<file path="config.mk">
export PLATFORM = sky130hd
export DESIGN_NAME = decode_bta
export DESIGN_NICKNAME = d
export VERILOG_FILES = /design/src/rtl/decode_pkg.sv /design/src/rtl/decode_bta.sv
export SDC_FILE = /design/constraint.sdc
export NUM_CORES = 1
export LEC_CHECK = 0
export ABC_AREA = 1
export CORE_ASPECT_RATIO = 0.9
export CORE_UTILIZATION = 40
export DETAILED_ROUTE_END_ITERATION = 16
export GPL_TIMING_DRIVEN = 0
export PLACE_DENSITY = 0.87
export SLEW_MARGIN = 25
export SYNTH_ARGS = -nofsm -noshare
export SYNTH_HDL_FRONTEND = slang
export SYNTH_SLANG_ARGS = --single-unit
</file>
<file path="constraint.sdc">
create_clock -name clk -period 1.9 [get_ports clk]
set_input_delay 0.57 -clock clk [delete_from_list [all_inputs] [get_ports clk]]
set_output_delay 0.57 -clock clk [all_outputs]
set_load 0.02 [all_outputs]
</file>
<file path="src/rtl/decode_pkg.sv">
// Shared types and sizing for the decode-stage branch ID allocator.
// Branch IDs are 4-bit pointers: bits [2:0] index the 8-entry branch record table,
// bit 3 is the wrap bit that separates a full table from an empty one.
package decode_pkg;

    localparam int BID_W      = 4;
    localparam int BRT_DEPTH  = 8;
    localparam int ROB_ADDR_W = 5;
    localparam int TGT_W      = 32;

    // Allocator mode: RUN accepts requests, HOLD blocks allocation after an override.
    typedef enum logic {
        ST_RUN  = 1'b0,
        ST_HOLD = 1'b1
    } bta_state_e;

    typedef logic [BID_W-1:0] bid_t;

    // Prediction record handed to the branch record table.
    typedef struct packed {
        bid_t                  bid;
        logic                  taken;
        logic                  hit;
        logic [TGT_W-1:0]      target;
        logic [ROB_ADDR_W-1:0] rob;
    } bp_rec_t;

    // Pointer increment; the 4-bit width makes the 15 -> 0 wrap implicit.
    function automatic bid_t bid_next(input bid_t b);
        return b + bid_t'(1);
    endfunction

endpackage

</file>
<file path="src/rtl/decode_bta.sv">
// Branch ID allocator: hands out in-order branch IDs, tracks commits, recovers from overrides.
// Latency: prediction record registered, valid one cycle after accept.
// Backpressure: o_br_ready low when table full, in HOLD, or on an override cycle.
// Optional protocol checking is enabled with macro DECODE_BTA_ERRCHK_EN.
import decode_pkg::*;

module decode_bta #(
    parameter int RECOVER_CYCLES = 2
) (
    input  logic                  clk,
    input  logic                  resetn,
    input  logic                  i_br_valid,
    input  logic                  i_br_taken,
    input  logic                  i_br_hit,
    input  logic [TGT_W-1:0]      i_br_target,
    input  logic [ROB_ADDR_W-1:0] i_br_rob,
    output logic                  o_br_ready,
    output logic                  o_bp_valid,
    output logic [BID_W-1:0]      o_bp_bid,
    output logic                  o_bp_taken,
    output logic                  o_bp_hit,
    output logic [TGT_W-1:0]      o_bp_target,
    output logic [ROB_ADDR_W-1:0] o_bp_rob,
    input  logic                  i_bc_valid,
    input  logic [BID_W-1:0]      i_bc_bid,
    input  logic                  i_bco_valid,
    input  logic [BID_W-1:0]      i_bco_bid,
    output logic                  o_empty,
    output logic                  o_err
);

    bid_t       head_q, head_d;
    bid_t       tail_q, tail_d;
    bta_state_e state_q, state_d;
    logic [2:0] cnt_q, cnt_d;
    logic       bp_vld_q, bp_vld_d;
    bp_rec_t    bp_q, bp_d;

    bid_t count;
    logic full;
    logic empty;
    logic accept;

    // Occupancy from registered pointers only; a commit this cycle frees a slot next cycle.
    assign count  = tail_q - head_q;
    assign full   = (count == bid_t'(BRT_DEPTH));
    assign empty  = (count == '0);

    assign o_br_ready = (state_q == ST_RUN) & ~full & ~i_bco_valid;
    assign accept     = i_br_valid & o_br_ready;
    assign o_empty    = empty;

    // Next head/tail: allocate at tail, commit at head, override collapses both past the mispredict.
    always_comb begin
        head_d = head_q;
        tail_d = tail_q;
        if (accept) begin
            tail_d = bid_next(tail_q);
        end
        if (i_bc_valid) begin
            head_d = bid_next(head_q);
        end
        if (i_bco_valid) begin
            head_d = bid_next(i_bco_bid);
            tail_d = bid_next(i_bco_bid);
        end
    end

    // Recovery FSM: an override parks allocation for RECOVER_CYCLES cycles; a repeat override restarts the wait.
    always_comb begin
        state_d = state_q;
        cnt_d   = cnt_q;
        case (state_q)
            ST_RUN: begin
                if (i_bco_valid) begin
                    state_d = ST_HOLD;
                    cnt_d   = 3'(RECOVER_CYCLES);
                end
            end
            ST_HOLD: begin
                if (i_bco_valid) begin
                    cnt_d = 3'(RECOVER_CYCLES);
                end else if (cnt_q <= 3'd1) begin
                    state_d = ST_RUN;
                    cnt_d   = 3'd0;
                end else begin
                    cnt_d = cnt_q - 3'd1;
                end
            end
            default: begin
                state_d = ST_RUN;
                cnt_d   = 3'd0;
            end
        endcase
    end

    // Prediction record capture: payload loads only on accept, valid pulses for one cycle.
    always_comb begin
        bp_vld_d = accept;
        bp_d     = bp_q;
        if (accept) begin
            bp_d.bid    = tail_q;
            bp_d.taken  = i_br_taken;
            bp_d.hit    = i_br_hit;
            bp_d.target = i_br_target;
            bp_d.rob    = i_br_rob;
        end
    end

    // State registers with synchronous active-low reset.
    always_ff @(posedge clk) begin
        if (!resetn) begin
            head_q   <= '0;
            tail_q   <= '0;
            state_q  <= ST_RUN;
            cnt_q    <= 3'd0;
            bp_vld_q <= 1'b0;
            bp_q     <= '0;
        end else begin
            head_q   <= head_d;
            tail_q   <= tail_d;
            state_q  <= state_d;
            cnt_q    <= cnt_d;
            bp_vld_q <= bp_vld_d;
            bp_q     <= bp_d;
        end
    end

    assign o_bp_valid  = bp_vld_q;
    assign o_bp_bid    = bp_q.bid;
    assign o_bp_taken  = bp_q.taken;
    assign o_bp_hit    = bp_q.hit;
    assign o_bp_target = bp_q.target;
    assign o_bp_rob    = bp_q.rob;

`ifdef DECODE_BTA_ERRCHK_EN
    logic err_q, err_d;

    // Sticky error: a commit with nothing in flight or out of order marks the protocol broken.
    always_comb begin
        err_d = err_q;
        if (i_bc_valid && (empty || (i_bc_bid != head_q))) begin
            err_d = 1'b1;
        end
    end

    // Error flag register, cleared only by reset.
    always_ff @(posedge clk) begin
        if (!resetn) begin
            err_q <= 1'b0;
        end else begin
            err_q <= err_d;
        end
    end

    assign o_err = err_q;
`else
    logic unused_bc_bid;
    assign unused_bc_bid = ^i_bc_bid;
    assign o_err         = 1'b0;
`endif

endmodule

</file>
==> run_results.csv <==
group,metric,value,unit
grt,grt_overflow,0,
grt,grt_usage,19.54,%
logic_synthesis,yosys.cell_types.count,30,
timing,holdWs,0.4710,ns
floorplanning,design.die.area,6849,sq um
layout,final-seq-area,1134,sq um
place,place_ws,-0.7376,ns
place,portBuffers,92,
routing,finalWirelength,6963,um
logic_synthesis,postSynthAreaPerCell,6.555,sq um
routing,dr.pass1.iters,4,
logic_synthesis,syn_nets,458,
layout,layout.nets,569,
clocking,numCtsBuffers,5,
layout,finish.instance_area,3960,sq um
layout,fill_cells,583,
routing,drtIter0Drc,114,
status,violations,"setup timing",
logic_synthesis,yosysWarnings,0,
logic_synthesis,synthTopCellsByArea,"dfxtp_1 43%, nand2_1 17%, nor2_1 13%, inv_1 8.6%, ha_1 3.8%",
critical_path,crit_type,"flop to primary output",
floorplanning,fp.coreArea,6216,sq um
place,dp_hpwl,4780,um
logic_synthesis,synth_edf_count,0,
timing,skew,0.008009,ns
logic_synthesis,ys_seq_area_share,42.97,%
timing,fin_setup_tns,-5.004,ns
clocking,clkLatencyLatePin,0.30,ns
timing,hold_viol,0,
routing,drc,0,
timing,grt_setup_unrepaired,"yes",
critical_path,critPathArrivalTime,1.67,ns
status,status,"finished, violations left",
timing,finalCriticalPeriod,2.236,ns
logic_synthesis,postSynthCellCount,398,
pwr,power_density,736.4,nW/um^2
place,gp_congestion,0.8619,
timing,timing.slew.headroom,52.34,%
critical_path,worstPathRequired,1.33,ns
logic_synthesis,synth_common_cells,"115 x nand2_1, 92 x nor2_1, 60 x inv_1",
critical_path,rrSetupSlack,-0.02,ns
floorplanning,rows,27,
logic_synthesis,synth-xor-area-share,1.007,%
grt,grt_max_degree,16,
critical_path,cp-end-kind,"primary output",
timing,drv_slew,0,
clocking,cts_buffer_depth,2,
grt,grt_pass1_wl,10630,um
clocking,hold_buffers,0,
place,place_area,3669,sq um
layout,drive_gt1_share,11.18,%
timing,fin_crit_sh,117.7,%
logic_synthesis,ys.flop_type,"dfxtp_1",
clocking,cts_tree,"yes",
layout,multi_input_area,1275,sq um
pwr,p_leak,1.897,nW
layout,diodes,0,
grt,grt_pass1_vias,2469,
timing,setup_ws,-0.3359,ns
run,cap_violations,0,
logic_synthesis,synth_top_area_cell,"dfxtp_1",
floorplanning,fp.dieW,87.13,um
logic_synthesis,synthArstFlopShare,0,%
floorplanning,initial_core_util,41.97,%
routing,vias_per_cell,4.610,
clocking,cts_sinks,56,
clocking,htree_levels,2,
logic_synthesis,synth_top_family_by_area,"simple AND/OR/NAND/NOR gates",
floorplanning,dieHeight,78.62,um
logic_synthesis,synth_top_area_share,42.97,%
clocking,path_clk_slew,0.10,ns
logic_synthesis,yosysMostFrequentCell,"nand2_1",
timing,setup_viol,49,
critical_path,crit_path_max_fanout,3,
logic_synthesis,syn-cell-area,2609,sq um
critical_path,crit_path_start_kind,"flop",
routing,ant_nets,0,
logic_synthesis,synth_mux_area_share,0,%
clocking,root_buffer,"clkbuf_8",
logic_synthesis,synth-simple-area-share,34.39,%
hold_path,hold_path.class,"flop to flop",
timing,tightest_slew,0.7122,ns
routing,vias,2752,
pwr,vdd_drop_max,0.5644,mV
routing,wl_per_cell,11.66,um
layout,area_delta_synth_final,51.80,%
logic_synthesis,yosys_register_bits,56,
timing,clock.fmax,447.3,MHz
floorplanning,ios,99,
grt,antenna_found_initial,0,
logic_synthesis,synth-compound-area-share,5.516,%
logic_synthesis,synth_fa_ha_area_share,3.837,%
-- sequential cells by signal, summed over array words and instances (netlist names) --
signal,cells
state_q,1
o_bp_hit,1
o_bp_valid,1
cnt_q,3
head_q,4
o_bp_target,32
tail_q,4
o_bp_rob,5
o_bp_taken,1
o_bp_bid,4
-- final timing paths --
check                            startpoint         endpoint  cells after the start
worst max-delay path              tail_q[2]       o_br_ready                      8
worst min-delay path            o_bp_bid[0]      o_bp_bid[0]                      2
worst max register to register    tail_q[2]  o_bp_target[13]                     11
worst min register to register  o_bp_bid[0]      o_bp_bid[0]                      2
-- cell type report --
class	count	share of cell area, %
well taps	87	2.749
flip-flops and latches	56	28.63
multi-input cells	266	32.20
plain buffers	17	3.254
repair buffers	102	25.12
inverters	61	5.782
clock buffers	8	2.275
-- cells in the final DEF (no fill, tap or decap), types with 8 or more instances in the layout --
master,netlist,layout
nand2_1,115,111
nor2_1,92,90
clkdlybuf4s50_1,0,90
inv_1,60,58
dfxtp_1,56,50
buf_4,2,14
nand3_1,12,12
buf_6,1,8
a21oi_1,11,8
-- timing repair --
item | 4_1_cts | 5_1_grt
cloned | 1 | 5
buffers inserted | 4 | 3
pin swaps | 4 | 8
resized for setup | 31 | 20
endpoints found under the setup margin | 34 | 50
-- through the flow --
stage / instances / total power, W / util (%)
finish: 597 / 0.002916 / 63.71
global route: 597 / 0.003087 / 63.71
CTS: 590 / 0.002878 / 61.94
detailed placement: 577 / 0.002177 / 59.02
global placement: 577 / 0.002151 / 59.02
floorplan: 398 / 0.001819 / -
-- cells by family (layout without fill, tap and decap cells) --
logic type | Yosys count | in the layout
AND/OR/NAND/NOR | 227 | 229
adder cells (fa/ha/maj) | 8 | 8
buffers and inverters | 78 | 188
other | 1 | 1
AO/OA/AOI/OAI | 25 | 25
XOR/XNOR | 3 | 3
flip-flops | 56 | 56
-- routing by layer --
layer	up-vias	global-route usage, %	part of all wire [%]
met5	-	0	0
met4	0	7.869	2.2
met1	1246	22.31	43
li1	1404	-	-
met3	16	3.996	5.9
met2	86	35.28	49
-- critical path, stage by stage, from the launching register on --
cell,delay (ns)
dfxtp_4,0.37
ha_4,0.24
or2_1,0.23
nand3_1,0.10
nand2_2,0.08
nand2_4,0.07
nand2_4,0.05
nor2_4,0.10
buf_6,0.12
-- where the power goes --
group	total, W	leakage, nW	internal [W]	switching (W)
registers	0.00133	0.463	0.00127	0.0000590
clock network	0.000666	0.0455	0.000299	0.000367
logic	0.000918	1.39	0.000435	0.000483
Note: power is estimated with default switching activity, not from simulation.
==> RTL change, RTL diff (same flow settings) <==
Add a define of `DECODE_BTA_ERRCHK_EN`.
--- a/src/rtl/decode_bta.sv
+++ b/src/rtl/decode_bta.sv
@@ -4,2 +4,4 @@
 // Optional protocol checking is enabled with macro DECODE_BTA_ERRCHK_EN.
+`define DECODE_BTA_ERRCHK_EN
+
 import decode_pkg::*;
Check against the original RTL: not equivalent (a bounded check fails within 4 cycles, from zero or initial values and one cycle with resetn low).
==> RTL change against the original RTL <==
The run still ends with setup timing left; total power grew 28%; synthesized area grew 2.7%; critical endpoint unchanged; synthesized cell count grew 2.0%; clock power grew 110%; setup slack lost 0.021 ns; hold slack lost 0.0060 ns; routed wire length grew 1.9%; global-route usage grew 1.3 points; design area grew 8.9%; critical path depth grew 2; utilization grew 4.9 points; critical path type unchanged; sequential cell count grew 1; die area grew 2.7%.
==> RTL change: results (changes against the original RTL) <==
- Pin count of the biggest net entering global routing: 11 (was 16)
- Grt met1 use: 22.7% (was 22.3%)
- Leakage power: 2.36 nW (was 1.90 nW)
- WP data arrival: 1.69 ns (was 1.67 ns)
- Setup tns final: -0.709 ns (was -5.00 ns)
- # fillers: 534 (was 583)
- Placed Instance Area: 3790 um^2 (was 3670 um^2)
- Violated checks: setup timing (unchanged)
- Depth of the CTS H-tree: 3 (was 2)
- DR vias: 2798 (was 2752)
- Status: finished with violations (unchanged)
- Setup WS post-layout: -0.357 ns (was -0.336 ns)
- Largest cells by area after synthesis: dfxtp_1 (43%), nand2_1 (16%), nor2_1 (13%), inv_1 (8.3%), ha_1 (3.7%) (was dfxtp_1 (43%), nand2_1 (17%), nor2_1 (13%), inv_1 (8.6%), ha_1 (3.8%))
- Final setup viols: 2 (was 49)
- Inst Count DP: 590 (was 577)
- Seq/Total Area, Yosys: 42.6% (was 43.0%)
- Final hold slack: 0.465 ns (was 0.471 ns)
- Wirelength per Cell: 11.6 um (was 11.7 um)
- Post-cts sizing count: 28 (was 31)
- Placer Congestion: 0.856 (was 0.862)
- Max rail drop VDD: 0.000602 V (was 0.000564 V)
- Total Routing Usage GR: 20.9% (was 19.5%)
- Adder-Cell Fraction of Synth Area: 3.73% (was 3.84%)
- Cts bufs inserted: 9 (was 5)
- Synth cell count leaders: nand2_1 (114), nor2_1 (94), inv_1 (59) (was nand2_1 (115), nor2_1 (92), inv_1 (60))
- Synth Area in Compound Gates: 5.93% (was 5.52%)
- DP HPWL: 4830 um (was 4780 um)
- Crit. Startpoint: head_q[2] (was tail_q[2])
- DR iter-0 viols: 135 (was 114)
- First-pass GRT wire length: 11300 um (was 10600 um)
- Layout Cells excl Fill: 614 (was 597)
- Post-Syn Nets: 466 (was 458)
- Post-Syn Area per Cell: 6.60 um^2 (was 6.55 um^2)
## RTL change: changes by cell type after synthesis, sizes merged, moves of 2 or more
cell,delta
buf,-3
a21oi,+2
clkbuf,+2
nor2,+2
xnor2,+2
xor2,+2
## RTL change: layout make-up
| type | count | area [um^2] | area share [%] |
|---|---|---|---|
| Multi-Input combinational cell | 272 | 1370 | 31.7 |
| Clock buffer | 11 | 141 | 3.28 |
| Clock inverter | 5 | 103 | 2.38 |
| Sequential cell | 57 | 1160 | 26.8 |
| Buffer | 16 | 118 | 2.73 |
| Timing Repair Buffer | 104 | 1080 | 25.2 |
| Tap cell | 87 | 109 | 2.52 |
| Inverter | 62 | 233 | 5.40 |
## RTL change: where the power goes
| part | switching [mW] | leakage, nW | total [mW] | internal, mW |
|---|---|---|---|---|
| logic | 0.522 | 1.77 | 0.988 | 0.466 |
| clock network | 0.486 | 0.120 | 1.39 | 0.905 |
| registers | 0.0590 | 0.472 | 1.36 | 1.30 |
| total | 1.07 | 2.36 | 3.73 | 2.67 |
